<file path="src/rtl/nzp_cc_unit.sv">
// nzp_cc_unit: registered LC-3 condition codes with branch-enable evaluation
// and a one-entry shadow copy of CC used across interrupt entry/return.
// All outputs come straight from flops; nothing combinational reaches a port.
module nzp_cc_unit #(
    parameter int WIDTH   = 16,
    parameter bit SIGNED  = 1'b1,
    parameter bit FORWARD = 1'b0
) (
    input  logic             Clk,
    input  logic             Reset,
    input  logic [WIDTH-1:0] D_in,
    input  logic             LD_CC,
    input  logic [2:0]       IR_nzp,
    input  logic             LD_BEN,
    input  logic             SAVE_CC,
    input  logic             RESTORE_CC,
    output logic [2:0]       CC_out,
    output logic [2:0]       CC_saved,
    output logic             BEN,
    output logic             BEN_valid
);

    if (WIDTH < 2) begin : g_width_check
        $error("nzp_cc_unit: WIDTH must be at least 2");
    end

    logic [2:0] cc_decode;
    logic [2:0] cc_next;
    logic [2:0] cc_eval;
    logic       ben_next;

    // One-hot sign/zero decode of D_in; the sign only counts for two's complement data.
    always_comb begin
        cc_decode = 3'b001;
        if (SIGNED && D_in[WIDTH-1]) begin
            cc_decode = 3'b100;
        end else if (D_in == '0) begin
            cc_decode = 3'b010;
        end
    end

    // CC next state: restore from shadow beats a fresh load, otherwise hold.
    always_comb begin
        cc_next = CC_out;
        if (RESTORE_CC) begin
            cc_next = CC_saved;
        end else if (LD_CC) begin
            cc_next = cc_decode;
        end
    end

    // Branch condition is evaluated either against the current or the incoming CC.
    always_comb begin
        cc_eval  = FORWARD ? cc_next : CC_out;
        ben_next = |(IR_nzp & cc_eval);
    end

    // State update; shadow always captures the pre-update CC, which makes
    // simultaneous save+restore a swap.
    always_ff @(posedge Clk) begin
        if (!Reset) begin
            CC_out    <= 3'b010;
            CC_saved  <= 3'b010;
            BEN       <= 1'b0;
            BEN_valid <= 1'b0;
        end else begin
            CC_out    <= cc_next;
            if (SAVE_CC) begin
                CC_saved <= CC_out;
            end
            if (LD_BEN) begin
                BEN <= ben_next;
            end
            BEN_valid <= LD_BEN;
        end
    end

endmodule

</file>
<file path="config.mk">
export PLATFORM = sky130hd
export DESIGN_NAME = nzp_cc_unit
export DESIGN_NICKNAME = d
export VERILOG_FILES = /design/src/rtl/nzp_cc_unit.sv
export SDC_FILE = /design/constraint.sdc
export NUM_CORES = 1
export LEC_CHECK = 0
export ABC_CLOCK_PERIOD_IN_PS = 900
export CAP_MARGIN = 20
export CORE_MARGIN = 3
export CORE_UTILIZATION = 25
export DETAILED_ROUTE_END_ITERATION = 8
export GPL_ROUTABILITY_DRIVEN = 0
export MAX_ROUTING_LAYER = met4
export PLACE_DENSITY = 0.78
export SYNTH_ARGS = -nofsm -noshare
export SYNTH_HDL_FRONTEND = slang
export SYNTH_SLANG_ARGS = --single-unit
</file>
<file path="constraint.sdc">
create_clock -name Clk -period 0.9 [get_ports Clk]
set_clock_uncertainty 0.05 [all_clocks]
set_input_delay 0.18 -clock Clk [delete_from_list [all_inputs] [get_ports Clk]]
set_output_delay 0.18 -clock Clk [all_outputs]
set_load 0.1 [all_outputs]
</file>
==> reports/results.tsv <==
stage	metric	value	unit
outcome	outcome	finished, violations left	
outcome	failing checks	negative setup slack	
synthesis	post-synth net total	60	
clock_network	CTS H-tree lvls	1	
routing	initial DRC count	6	
grt	largest net degree at the start of global routing	7	
cells_and_area	post-layout net count	108	
pwr	Leakage	0.404	nW
worst_setup_path	Setup crit end kind	output pin	
synthesis	top_reg_cell synth	dfxtp_1	
routing	wirelength, routed	1.34	mm
pwr	Flop pwr share	35.4	%
cells_and_area	fraction of layout cells with a size suffix above 1	47.6	%
synthesis	cell area after synthesis	343	µm²
sta	total negative setup slack	-1440	ps
placement	Port Buf Inserts	32	
die	num ports	33	
routing	drt first pass iters	4	
die	Die ar.	1850	µm²
routing	detailed-route via count	479	
sta	RSZ-0062 raised after global routing	true	
cells_and_area	Layout Area Growth over Synthesis	178	%
worst_setup_path	type of origin of the critical path	flip-flop	
routing	Routed Antenna Nets	0	
synthesis	synth warn	0	
run	Max Cap Viol	0	
die	Initial Utilization	28.5	%
sta	worst slew pin tran	256	ps
synthesis	Netlist cell types	16	
cells_and_area	register area	185	µm²
synthesis	Synth Area in Compound Gates	12.8	%
cells_and_area	n_diodes	0	
synthesis	main combinational cell family by area after synthesis	simple AND/OR/NAND/NOR gates	
pwr	Net Sw Frac	32.2	%
clock_network	worst-case clock buffer depth	2	
cells_and_area	number of fill cells	82	
grt	total grt overflow	0	
die	row count	12	
sta	Hold Fails Final Rpt	0	
routing	number of remaining DRC errors	0	
grt	global-route wire length before repair	2.14	mm
pwr	Combinational Power Share	36.1	%
cells_and_area	Post-Route Utilization	79.4	%
die	Die Ht	43.0	µm
sta	fin crit share	123	%
hold_path	Hold Crit Class	input pin to flip-flop	
routing	WL/cell	13.9	µm
clock_network	CTS Sinks	8	
synthesis	Synth area leaders	dfxtp_1, mux2i_1, nor4_1, nor2_1, nor3b_1	
worst_setup_path	type of the worst setup path	flip-flop to output pin	
worst_setup_path	critical path arrival	880	ps
synthesis	Seq cells post-synth	8	
clock_network	total CTS buffers	3	
synthesis	fraction of the yosys area taken by sequential cells	46.7	%
sta	max-slew violation count	0	
synthesis	Synth async-reset ratio	0	%
die	die width	43.0	µm
worst_setup_path	critical path peak fanout	2	
routing	via/cell ratio	4.99	
sta	Max Fclk	904	MHz
clock_network	Reg clk slew, reported paths	60	ps
placement	placed instance count	86	
synthesis	Post-synth top cells	dfxtp_1, nor2_1, mux2i_1, nor4_1	
sta	minimum clock period	1110	ps
grt	initial antenna violation count	0	
pwr	Peak VDD IR	0.000684	V
grt	GRT Total Usage	16.1	%
worst_setup_path	Critical Path RT	670	ps
synthesis	Post-Syn Instances	35	
synthesis	Post-Synth Adder-Cell Area	0	%
synthesis	Post-synth EDFFs	0	
pwr	Tot Pwr	0.00107	W
grt	vias in the first global route	503	
synthesis	synthesized area per cell	9.80	µm²
clock_network	CTS tree	built	
cells_and_area	Multi-input gate area	233	µm²
pwr	switching power	0.000345	W
pwr	Internal Pwr Total	0.000725	W
clock_network	root buf cell	clkbuf_4	
synthesis	Synth top area share	46.7	%
pwr	P per Cell Area	1120	nW/µm²
placement	pre-CTS setup slack	-484	ps
sta	final worst slack	-206	ps
synthesis	Post-Synth XOR/XNOR Area	0	%
pwr	Clock power frac	28.5	%
die	core area	1200	µm²
synthesis	mux cell area share after synthesis	15.0	%
sta	Slew HR	82.9	%
synthesis	top cell type by total area after synthesis	dfxtp_1	
sta	final setup vio count	11	
synthesis	simple-gate share of the synthesized area	24.5	%
cells_and_area	fin cells	96	
synthesis	most frequent cell after synthesis	dfxtp_1	
clock_network	clock insertion delay at the later pin of the skew report	260	ps
-- registers in the layout, summed over array words and instances (netlist names) --
| register | cells |
|---|---|
| CC_out | 3 |
| BEN | 1 |
| CC_saved | 3 |
| BEN_valid | 1 |
-- cell type report --
| cell class | instances | area share [%] |
|---|---|---|
| Clock buffer | 4 | 2.76 |
| Inverter | 1 | 0.394 |
| Multi-Input combinational cell | 26 | 24.4 |
| Sequential cell | 8 | 19.4 |
| Tap cell | 14 | 1.84 |
| Timing Repair Buffer | 43 | 51.2 |
-- metal layers --
metal	vias to the layer above	track usage (%)	routed length, µm
met4	0	3.61	5
met2	31	28.4	694
li1	231	-	-
met3	2	3.81	137
met5	-	-	0
met1	215	18.2	501
-- timing repair --
| action | in CTS | in global routing |
|---|---|---|
| endpoints found under the setup margin | 15 | 14 |
| hold buffers | 0 | 0 |
| buffers inserted | 6 | 0 |
| pin swaps | 8 | 11 |
| resized for setup | 24 | 19 |
-- worst max-delay path, cell delays in order (launching register included) --
cell     delay [ps]
dfxtp_4         350
buf_6           110
buf_12          150
-- power groups by stage --
stage	registers, W	clock network (W)	logic, W
floorplan	0.000496	0	0.0000392
global placement	0.000388	0	0.000358
detailed placement	0.000388	0	0.000362
CTS	0.000377	0.000305	0.000363
global route	0.000381	0.000332	0.000404
finish	0.000379	0.000305	0.000387
-- per-stage QoR --
| stage | hold slack, ps | area (µm²) |
|---|---|---|
| 2_1_floorplan | 191 | 378 |
| 3_3_place_gp | 449 | 833 |
| 3_5_place_dp | 459 | 833 |
| 4_1_cts | 336 | 907 |
| 5_1_grt | 276 | 953 |
| 6_report | 238 | 953 |
-- cell families (layout without fill, tap and decap cells) --
group                  after synthesis  in the layout
and+or+nand+nor                     15             15
DFF                                  8              8
AOI/OAI and AO/OA                    6              6
muxes                                5              5
buffers and inverters                1             48
-- layout by cell type, fill, tap and decap left out, drive strengths merged, types with 2 or more instances in the layout --
cell type      count
nor3b              2
nor2               5
buf               19
clkdlybuf4s50      5
clkbuf             5
a21oi              2
nor4               4
dlygate4sd2       10
mux2i              4
dfxtp              8
clkdlybuf4s15      8
-- path summary, 6_finish.rpt --
check,slack (ps),start,cells after the start,to
min reg2reg,470,BEN$_SDFFE_PN0P_,2,BEN$_SDFFE_PN0P_
min,240,D_in[15],3,CC_out[1]$_SDFFE_PN1P_
max,-210,CC_out[0]$_SDFFE_PN0P_,2,CC_out[0]
max reg2reg,-170,CC_out[2]$_SDFFE_PN0P_,3,BEN$_SDFFE_PN0P_
(Power assumes the default switching activity.)
